### config.mk
export PLATFORM = sky130hd
export DESIGN_NAME = multi_cycle_controller
export DESIGN_NICKNAME = d
export VERILOG_FILES = /design/src/rtl/multi_cycle_controller.sv
export SDC_FILE = /design/constraint.sdc
export NUM_CORES = 1
export LEC_CHECK = 0
export ABC_AREA = 0
export CORE_MARGIN = 4
export CORE_UTILIZATION = 38
export DETAILED_ROUTE_END_ITERATION = 8
export MAX_ROUTING_LAYER = met4
export PLACE_DENSITY_LB_ADDON = 0.3
export SLEW_MARGIN = 20
export SYNTH_ARGS = -nofsm -noshare
export SYNTH_HDL_FRONTEND = slang
export SYNTH_SLANG_ARGS = --single-unit
### constraint.sdc
create_clock -name clk -period 2.2 [get_ports clk]
set_input_delay 0.33 -clock clk [delete_from_list [all_inputs] [get_ports clk]]
set_output_delay 0.33 -clock clk [all_outputs]
set_load 0.02 [all_outputs]
### src/rtl/multi_cycle_controller.sv
// Main control FSM of the multi-cycle MIPS CPU: sequences IF/ID/EX/MEM/WB and drives datapath controls.
// Optional ILLEGAL_HALT_EN: illegal instructions park the FSM in S_HALT and raise IllegalInst.
module multi_cycle_controller (
  input  logic       clk,
  input  logic       reset,
  input  logic [5:0] OpCode,
  input  logic [5:0] Funct,
  output logic       PCWrite,
  output logic       PCWriteCond,
  output logic       IorD,
  output logic       MemRead,
  output logic       MemWrite,
  output logic       IRWrite,
  output logic       RegWrite,
  output logic [1:0] RegDst,
  output logic [1:0] MemtoReg,
  output logic       ExtOp,
  output logic       LuiOp,
  output logic [1:0] ALUSrcA,
  output logic [1:0] ALUSrcB,
  output logic [3:0] ALUOp,
  output logic [1:0] PCSource,
`ifdef ILLEGAL_HALT_EN
  output logic       IllegalInst,
`endif
  output logic       InstDone
);

  typedef enum logic [2:0] {
    S_IF   = 3'd0,
    S_ID   = 3'd1,
    S_EX   = 3'd2,
    S_MEM  = 3'd3,
    S_WB   = 3'd4,
    S_HALT = 3'd5
  } state_e;

  state_e state_q, state_d;

  logic       is_r, r_legal, r_shift, op_legal;
  logic       is_lw, is_sw, is_andi;
  logic [2:0] alu_base;
  logic       alu_hit;

  assign is_r     = (OpCode == 6'h00);
  assign is_lw    = (OpCode == 6'h23);
  assign is_sw    = (OpCode == 6'h2b);
  assign is_andi  = (OpCode == 6'h0c);
  assign r_legal  = Funct inside {6'h00, 6'h02, 6'h03, 6'h08, 6'h09, [6'h20:6'h27], 6'h2a, 6'h2b};
  assign r_shift  = Funct inside {6'h00, 6'h02, 6'h03};
  assign op_legal = (is_r && r_legal) ||
                    (OpCode inside {6'h02, 6'h03, 6'h04, 6'h08, 6'h09, 6'h0a, 6'h0b, 6'h0c, 6'h0f,
                                    6'h23, 6'h2b});

  always_ff @(posedge clk) begin
    if (reset) state_q <= S_IF;
    else       state_q <= state_d;
  end

  always_comb begin
    state_d     = S_IF;
    PCWrite     = 1'b0;
    PCWriteCond = 1'b0;
    IorD        = 1'b0;
    MemRead     = 1'b0;
    MemWrite    = 1'b0;
    IRWrite     = 1'b0;
    RegWrite    = 1'b0;
    RegDst      = 2'b00;
    MemtoReg    = 2'b00;
    ExtOp       = 1'b0;
    LuiOp       = 1'b0;
    ALUSrcA     = 2'b00;
    ALUSrcB     = 2'b00;
    ALUOp       = 4'b0000;
    PCSource    = 2'b00;
    InstDone    = 1'b0;
    alu_base    = 3'b000;
    alu_hit     = 1'b0;
`ifdef ILLEGAL_HALT_EN
    IllegalInst = 1'b0;
`endif

    if (!reset) begin
      ExtOp = !is_andi;
      case (state_q)
        S_IF: begin
          MemRead = 1'b1;
          IRWrite = 1'b1;
          PCWrite = 1'b1;
          ALUSrcB = 2'b01;
          state_d = S_ID;
        end
        S_ID: begin
          ALUSrcB = 2'b11;
          state_d = S_EX;
          if (OpCode == 6'h02 || OpCode == 6'h03) begin
            PCWrite  = 1'b1;
            PCSource = 2'b10;
            InstDone = 1'b1;
            state_d  = S_IF;
            if (OpCode == 6'h03) begin
              RegWrite = 1'b1;
              RegDst   = 2'b10;
              MemtoReg = 2'b10;
            end
          end else if (is_r && (Funct == 6'h08 || Funct == 6'h09)) begin
            PCWrite  = 1'b1;
            PCSource = 2'b11;
            InstDone = 1'b1;
            state_d  = S_IF;
            if (Funct == 6'h09) begin
              RegWrite = 1'b1;
              RegDst   = 2'b01;
              MemtoReg = 2'b10;
            end
          end else if (!op_legal) begin
`ifdef ILLEGAL_HALT_EN
            state_d  = S_HALT;
`else
            InstDone = 1'b1;
            state_d  = S_IF;
`endif
          end
        end
        S_EX: begin
          alu_hit = 1'b1;
          ALUSrcA = 2'b01;
          ALUSrcB = 2'b10;
          state_d = S_WB;
          case (OpCode)
            6'h00: begin
              ALUSrcA  = r_shift ? 2'b10 : 2'b01;
              ALUSrcB  = 2'b00;
              alu_base = 3'b010;
            end
            6'h23, 6'h2b: state_d = S_MEM;
            6'h04: begin
              ALUSrcB     = 2'b00;
              alu_base    = 3'b001;
              PCWriteCond = 1'b1;
              PCSource    = 2'b01;
              InstDone    = 1'b1;
              state_d     = S_IF;
            end
            6'h08: alu_base = 3'b000;
            6'h09: alu_base = 3'b101;
            6'h0c: alu_base = 3'b011;
            6'h0a, 6'h0b: alu_base = 3'b100;
            6'h0f: LuiOp = 1'b1;
            default: begin
              alu_hit = 1'b0;
              ALUSrcA = 2'b00;
              ALUSrcB = 2'b00;
              state_d = S_IF;
            end
          endcase
          // andi is a zero-extended logical op, so it is flagged unsigned despite OpCode[0]=0
          if (alu_hit) ALUOp = {OpCode[0] | is_andi, alu_base};
        end
        S_MEM: begin
          IorD = 1'b1;
          if (is_lw) begin
            MemRead = 1'b1;
            state_d = S_WB;
          end else if (is_sw) begin
            MemWrite = 1'b1;
            InstDone = 1'b1;
          end
        end
        S_WB: begin
          RegWrite = 1'b1;
          InstDone = 1'b1;
          RegDst   = is_r  ? 2'b01 : 2'b00;
          MemtoReg = is_lw ? 2'b01 : 2'b00;
        end
`ifdef ILLEGAL_HALT_EN
        S_HALT: begin
          IllegalInst = 1'b1;
          state_d     = S_HALT;
        end
`endif
        default: state_d = S_IF;
      endcase
    end
  end

endmodule
Word level (Yosys, flattened, before mapping)
Index checks and enable logic that the tools add are counted.
{"block": "word_totals", "input_bits": 14, "latch_bits": 0, "ram_bits": 0, "output_inout_bits": 24, "n_memories": 0, "register_bits": 3, "rom_bits": 0}
{"block": "op_classes", "n_addsub": 0, "n_div": 0, "eq_ne": 21, "mul": 0, "muxes": 71, "reduce_logical": 19, "shift": 0, "bitwise_logic": 1, "order_cmp": 2}
{"op": "== test 6 x 4 -> 1 bit (second input constant)", "count": 8}
{"op": "2-to-1 mux 1 bit", "count": 37}
{"op": "2-to-1 mux 2 bit", "count": 18}
{"op": "== test 6 x 2 -> 1 bit (second input constant)", "count": 4}
{"op": "== test 6 bit (second input constant)", "count": 4}
{"op": "one-hot mux 2 bit (2 select lines)", "count": 4}
{"op": "one-hot mux 3 bit (5 select lines)", "count": 1}
{"op": "zero test 6 bit", "count": 2}
{"op": "2-to-1 mux 4 bit", "count": 3}
{"op": "one-hot mux 3 bit (4 select lines)", "count": 1}
{"op": "nonzero test 11 bit", "count": 1}
{"op": "OR reduction 10 bit", "count": 1}
{"op": "OR reduction 9 bit", "count": 1}
{"op": "nonzero test 8 bit", "count": 1}
{"op": "OR reduction 8 bit", "count": 1}
{"op": "OR reduction 7 bit", "count": 1}
{"op": "== test 3 x 2 -> 1 bit (second input constant)", "count": 2}
{"op": "== test 6 x 3 -> 1 bit (second input constant)", "count": 1}
{"op": "greater-or-equal comparator 6 bit (second input constant)", "count": 1}
{"op": "less-or-equal comparator 6 bit (second input constant)", "count": 1}
{"op": "one-hot mux 1 bit (2 select lines)", "count": 3}
{"op": "one-hot mux 2 bit (3 select lines)", "count": 1}
{"op": "one-hot mux 3 bit (2 select lines)", "count": 1}
{"op": "one-hot mux 1 bit (4 select lines)", "count": 1}
{"op": "10 further kinds", "count": 15}

Depth between registers and ports, before layout
Gate-level depths: netlist of the first run.
{"block": "logic_depth", "word_depth": 10, "depth_mapped": 6, "mapped_depth_nobuf": 5}

Worst setup path after synthesis of the first run
Ideal clock, no wire load.
{"block": "synth_path", "path_type": "input to output", "start": "input port OpCode[0]", "end": "output port ALUOp[0]", "arrival_ps": 1743, "stages": 6, "setup_slack_ps": 127, "n_path_buf": 1, "cell_sequence": "buf_2 or3b_1 a21oi_2 o21bai_2 a21o_1 nor4_2"}
{"block": "synth_via", "elab_chain_len": 8, "word_cells_on_any_way": 19, "classes_between": "9 x eq/ne; 7 x mux; 3 x reduce/logical"}
{"item": "from (decl)", "line": "6", "source": "input logic [5:0] OpCode,"}
{"item": "== test 6 bit, or another cell as far along", "line": "131", "source": "case (OpCode)"}
{"item": "OR reduction 10 bit (no source line)"}
{"item": "2-to-1 mux 1 bit", "line": "131"}
{"item": "2-to-1 mux 1 bit", "line": "86", "source": "case (state_q)"}
{"item": "2-to-1 mux 1 bit", "line": "84", "source": "if (!reset) begin"}
{"item": "2-to-1 mux 4 bit (*)", "line": "159", "source": "if (alu_hit) ALUOp = {OpCode[0] | is_andi, alu_base};"}
{"item": "2-to-1 mux 4 bit (*)", "line": "86"}
{"item": "2-to-1 mux 4 bit (*)", "line": "84"}
{"item": "to (decl)", "line": "21", "source": "output logic [3:0] ALUOp,"}
Every way passes the cells marked *; elsewhere a longest branch is shown, timed or not. The select of a mux whose other input is x is not followed.

Worst setup path after layout of the first run
{"block": "layout_path", "start": "input port OpCode[2]", "end": "output port ALUOp[0]"}
The elaborated chain is that of the path after synthesis.

==> results of run 1 <==
## per-stage QoR
step	hold slack [ps]	std cells	power, W
2_1_floorplan	530	111	0.000132
3_3_place_gp	616	197	0.000218
3_5_place_dp	594	197	0.000221
4_1_cts	608	204	0.000318
5_1_grt	532	204	0.000342
6_report	516	204	0.000322
## power by group
group / internal (W) / switching, W
Sequential: 0.0000566 / 0.00000304
Clock: 0.0000679 / 0.0000272
Combinational: 0.0000795 / 0.0000880
Total: 0.000204 / 0.000118
## kinds of logic (layout without fill, tap and decap cells)
| group | count (synthesis) | in the layout | synth area share |
|---|---|---|---|
| buffers and inverters | 15 | 83 | 0.0965 |
| AOI/OAI and AO/OA | 25 | 25 | 0.237 |
| and+or+nand+nor | 67 | 67 | 0.565 |
| muxes | 1 | 1 | 0.0146 |
| DFF | 3 | 3 | 0.0874 |
## cell usage after synthesis (3+ instances only)
cell type	n
clkbuf_1	6
nand2_1	9
nor4_1	3
nor2_1	17
nor3_1	8
o21ai_0	3
nand2b_1	5
or3_1	4
nor2b_1	4
a21oi_1	9
dfxtp_1	3
and3_1	3
inv_1	6
## worst min-delay path, stage by stage
cell and delay (ps):
dlymetal6s2s_1 170, nor3_2 60, and2_1 130
## repair_timing
item / in CTS / in global routing
gates resized for setup: 93 / 30
setup endpoints to repair: 23 / 20
pin swaps: 9 / 7
hold endpoints to repair: 0 / 0
buffers inserted: 3 / 0
## per-layer routing
metal	GRT usage	routed length, um
met4	0.126	79
met3	0.0326	188
met2	0.452	1540
met1	0.291	1250
met5	-	0
## placed cells by master, fill, tap and decap left out, types with 3 or more instances in the layout
cell             instances
nor4_4                   4
nand2b_1                 5
nor2b_1                  4
buf_6                    3
a21oi_1                  9
o21ai_0                  3
dfxtp_1                  3
nor2_1                  17
buf_4                   40
nand2_1                  9
dlymetal6s2s_1           4
nor3_1                   6
inv_1                    6
dlygate4sd2_1            6
clkdlybuf4s50_1          4
clkbuf_4                 3
buf_2                   10
clkbuf_2                 4
## how the worst min path moves through the flow
stage                     startpoint          to  slack, ps  depth (start not counted)
after global placement    state_q[1]  state_q[0]        620                          2
after detailed placement  state_q[1]  state_q[0]        590                          2
after floorplan                reset  state_q[0]        530                          2
after global routing           reset  state_q[0]        530                          3
after CTS                 state_q[1]  state_q[0]        610                          2
final                          reset  state_q[0]        520                          3
## area by class of cell
cell class                      count  area share
Multi-Input combinational cell     93       0.472
Timing Repair Buffer               73       0.424
Sequential cell                     3      0.0448
Tap cell                           25      0.0233
Clock buffer                        4      0.0196
Inverter                            6      0.0168
==> impl_metrics.json, run 1 <==
{
  "outcome": "completed",
  "multi_input_area_um2": 632,
  "n_antenna_cell": 0,
  "r2r_setup_slack_ps": 870,
  "r2r-end": "state_q[2]",
  "top_register": "state_q",
  "rsz0062_at_grt": "true",
  "ys_async_sr_fraction": 0,
  "setup_viol_count_final": 0,
  "peakVddDrop_mv": 0.227,
  "crit_fanout": 3,
  "synth_area_um2": 687,
  "grt_antenna_before_repair": 0,
  "place_hpwl_um": 2250,
  "slowest_stage": "or3b_1",
  "gp_congestion": 0.922,
  "pin_count": 38,
  "path_class": "in -> out",
  "ys_ff_latch": 3,
  "path_cells": "clkdlybuf4s15_1 -> or3b_1 -> a21oi_2 -> o21bai_2 -> a21o_1 -> nor4_4 -> buf_4",
  "chipWidth_um": 50.5,
  "clock_path_buffers": 2,
  "synthTopCellsByArea": "nor2_1 9.3%, dfxtp_1 8.7%, a21oi_1 6.6%",
  "p_per_area_nw_per_um2": 240,
  "n_fill_cell": 130,
  "rows": 15,
  "cts.clk_slew.worst_paths_ps": 30,
  "synthCells": 111,
  "design_area_um2": 1340,
  "fin_ws_ps": 49.3,
  "arrival_ps": 1820,
  "ys_warn_count": 0,
  "fp.coreArea_um2": 1730,
  "fin_skew_ps": 0.0943,
  "vias": 1099,
  "pre_cts_ws_ps": -763,
  "hold_buffers": 0,
  "synth_top_flop_cell": "dfxtp_1",
  "placed_area_um2": 1290,
  "startpoint_type": "input pin",
  "die_h_um": 50.5,
  "hold_violations": 0,
  "cp-end-kind": "output pin",
  "nets": 194,
  "synth-edff-count": 0,
  "start_util": 0.398,
  "leakagePower_nw": 0.643,
  "crit_path_end": "ALUOp[0]",
  "hold_class": "in -> reg",
  "clock_latency_ps": 230,
  "drtAntennaViolNets": 0,
  "vias_per_cell": 5.39,
  "ys_seq_area_frac": 0.0874,
  "synth_fp_nets": 125,
  "grt_usage": 0.259,
  "avgSynthCellArea_um2": 6.19,
  "crit_start": "OpCode[2]",
  "ys_types": 39,
  "fmaxAchievable_mhz": 465,
  "grt_pass1_wl_um": 5010,
  "area_growth_pct": 95.1,
  "reg2regPathDepth": 5,
  "largest_reg_flops": 3,
  "grt_max_degree": 10,
  "cts_buffers": 3,
  "cp_top_family": "simple AND/OR/NAND/NOR gates",
  "synth_top_cell_by_area": "nor2_1",
  "synth_top_area_share": 0.0929,
  "drv_cap": 0,
  "htree_levels": 1,
  "cp.depth": 7,
  "fin_util": 0.776,
  "finalWirelength_um": 3060,
  "cts_tree": "yes",
  "regArea_um2": 60.1,
  "crit-reg2reg-launch": "state_q[1]",
  "drc": 0,
  "wire_per_inst_um": 15.0,
  "finalSetupTns_ps": 0,
  "worst_pin_slew_ps": 345,
  "grt.overflow.total": 0,
  "drt-initial-drc-count": 26,
  "drv_slew": 0,
  "dr.pass1.iters": 4,
  "die-area_um2": 2550,
  "layout_min_cycle_time_ps": 2150,
  "io_buffers": 37,
  "slowest_delay_ps": 360,
  "grt_pass1_vias": 1134,
  "top_regs": "state_q x3",
  "drive_above_1_share": 0.436,
  "cts_root_buffer": "clkbuf_4",
  "min_period_over_period": 0.978,
  "numClockSinks": 3,
  "cp.required_ps": 1870,
  "worst-path-buf-inv": 2,
  "timing.max_slew.rel_slack": 0.764
}
Note: power is estimated with default switching activity, not from simulation.
==> run 2, diff against run 1 <==
--- a/config.mk
+++ b/config.mk
@@ -15,3 +15,4 @@
 export SYNTH_ARGS = -nofsm -noshare
 export SYNTH_HDL_FRONTEND = slang
 export SYNTH_SLANG_ARGS = --single-unit
+export TNS_END_PERCENT = 20
==> run 2 against run 1 <==
  * Clock-buffer cell count unchanged
  * Wire length down 2.7%
  * Die area unchanged
  * Power down 1.4%
  * Final cell count down 0.98%
  * Clock power about the same
  * Sequential share of layout area up 0.098 points
  * Utilization down 1.7 points
  * Non-clock buffer count down 2
  * Final area down 2.1%
  * First-iteration DRC count up 38%
==> impl_metrics.json, run 2 (synthesis results as in run 1) <==
{
  "holdPathStages": 3,
  "clock_latency_ps": 230,
  "p_per_area_nw_per_um2": 242,
  "arrival_ps": 1870,
  "vias": 1084,
  "fmaxAchievable_mhz": 455,
  "finalSetupTns_ps": 0,
  "n_fill_cell": 137,
  "wire_per_inst_um": 14.7,
  "place_hpwl_um": 2250,
  "layout_min_cycle_time_ps": 2200,
  "chipWidth_um": 50.5,
  "grt_pass1_vias": 1127,
  "grt_pass1_wl_um": 5090,
  "nets": 192,
  "drc": 0,
  "slowest_stage": "a21o_4",
  "sequentialPowerShare": 0.188,
  "clock_path_buffers": 2,
  "worst_pin_slew_ps": 332,
  "crit_fanout": 6,
  "internal_power_w": 0.000202,
  "worst-path-buf-inv": 3,
  "vias_per_cell": 5.37,
  "pin_count": 38,
  "grt_usage": 0.264,
  "n_antenna_cell": 0,
  "top_regs": "state_q x3",
  "finalWirelength_um": 2980,
  "grt.overflow.total": 0,
  "die_h_um": 50.5,
  "grt_max_degree": 10,
  "final_common_cell": "buf_4",
  "cp-end-kind": "output pin",
  "dpl.cell_count": 197,
  "cp.required_ps": 1870,
  "top_register": "state_q",
  "die-area_um2": 2550,
  "final_cell_mix": "38 x buf_4, 17 x nor2_1, 11 x buf_2, 8 x nand2_1, 8 x a21oi_1",
  "reg2regPathDepth": 5,
  "placed_area_um2": 1290,
  "htree_levels": 1,
  "final_cells": 202,
  "cts_root_buffer": "clkbuf_4",
  "crit_top_cell": "buf_4",
  "cts_tree": "yes",
  "drive_above_1_share": 0.463,
  "peakVddDrop_mv": 0.227,
  "combPwrFrac": 0.513,
  "drv_slew": 0,
  "p_clk_frac": 0.299,
  "drtAntennaViolNets": 0,
  "timing.max_slew.rel_slack": 0.772,
  "cts.clk_slew.worst_paths_ps": 30,
  "hold_violations": 0,
  "cp.depth": 8,
  "fin_skew_ps": 0.169,
  "net-switching-power_w": 0.000116,
  "drt-initial-drc-count": 36,
  "dr.pass1.iters": 4,
  "io_buffers": 37,
  "path_cells": "dlygate4sd2_1 -> buf_4 -> nand2b_1 -> a21oi_2 -> o21bai_2 -> a21o_4 -> nor4_4 -> buf_4",
  "p_sw_frac": 0.364,
  "drv_cap": 0,
  "start_util": 0.398,
  "area_growth_pct": 90.9,
  "hold_buffers": 0,
  "largest_reg_flops": 3,
  "slowest_delay_ps": 260,
  "cp_top_family": "buffers and inverters",
  "cts_buffers": 3,
  "outcome": "completed",
  "hold_class": "in -> reg",
  "design_area_um2": 1310,
  "fp.coreArea_um2": 1730,
  "path_class": "in -> out",
  "numClockSinks": 3,
  "leakagePower_nw": 0.602,
  "rows": 15,
  "startpoint_type": "input pin",
  "rsz0062_at_grt": "true",
  "setup_viol_count_final": 0,
  "grt_antenna_before_repair": 0,
  "min_period_over_period": 0.998,
  "gp_congestion": 0.922
}
-- run 2: cell count changes in the layout (fill, tap and decap cells not counted), sizes merged --
cell	delta
dlymetal6s2s	-3
buf	-4
clkdlybuf4s50	+3
clkbuf	+2
-- run 2: worst reg2reg max path: stages (launching register included) --
cell	delay [ps]
dfxtp_1	460
nand2_1	110
or3_1	350
inv_1	90
a22oi_1	100
nor3_1	150
-- run 2: repair_timing --
| action | 4_1_cts | 5_1_grt |
|---|---|---|
| endpoints found under the hold margin | 0 | 0 |
| buffers inserted | 1 | 0 |
| gates resized for setup | 88 | 29 |
| setup endpoints to repair | 23 | 23 |
| pin swaps | 8 | 5 |
-- run 2: power groups by stage --
stage	registers [W]	clock network [W]	logic, W
2_1_floorplan	0.0000585	0	0.0000735
3_3_place_gp	0.0000600	0	0.000158
3_5_place_dp	0.0000599	0	0.000162
4_1_cts	0.0000593	0.000100	0.000157
5_1_grt	0.0000600	0.000103	0.000177
6_report	0.0000597	0.0000951	0.000163
-- run 2: final timing paths --
| path | from | endpoint | slack, ps |
|---|---|---|---|
| max reg2reg | state_q[1] | state_q[2] | 870 |
| max | OpCode[2] | ALUOp[0] | 4 |
| min | reset | state_q[0] | 550 |
| min reg2reg | state_q[1] | state_q[0] | 630 |
-- run 2: layout make-up --
class	count	area, um^2	area share
Sequential cell	3	60.1	0.0458
Tap cell	25	31.3	0.0239
Clock buffer	4	26.3	0.0200
Inverter	6	22.5	0.0172
Multi-Input combinational cell	93	643	0.490
Timing Repair Buffer	71	528	0.403
-- run 2: metal layers --
layer	vias to the layer above	GRT usage	share of wire
li1	524	-	-
met1	513	0.293	0.43
met3	6	0.0356	0.051
met5	-	-	0
met4	0	0.112	0.024
met2	41	0.470	0.50
-- run 2: through the flow --
stage	setup slack [ps]	utilization	total power (W)	hold slack, ps
2_1_floorplan	127	-	0.000132	530
3_3_place_gp	-671	0.749	0.000218	616
3_5_place_dp	-763	0.749	0.000221	594
4_1_cts	-106	0.751	0.000317	608
5_1_grt	-59.9	0.759	0.000340	568
6_report	3.66	0.759	0.000318	548
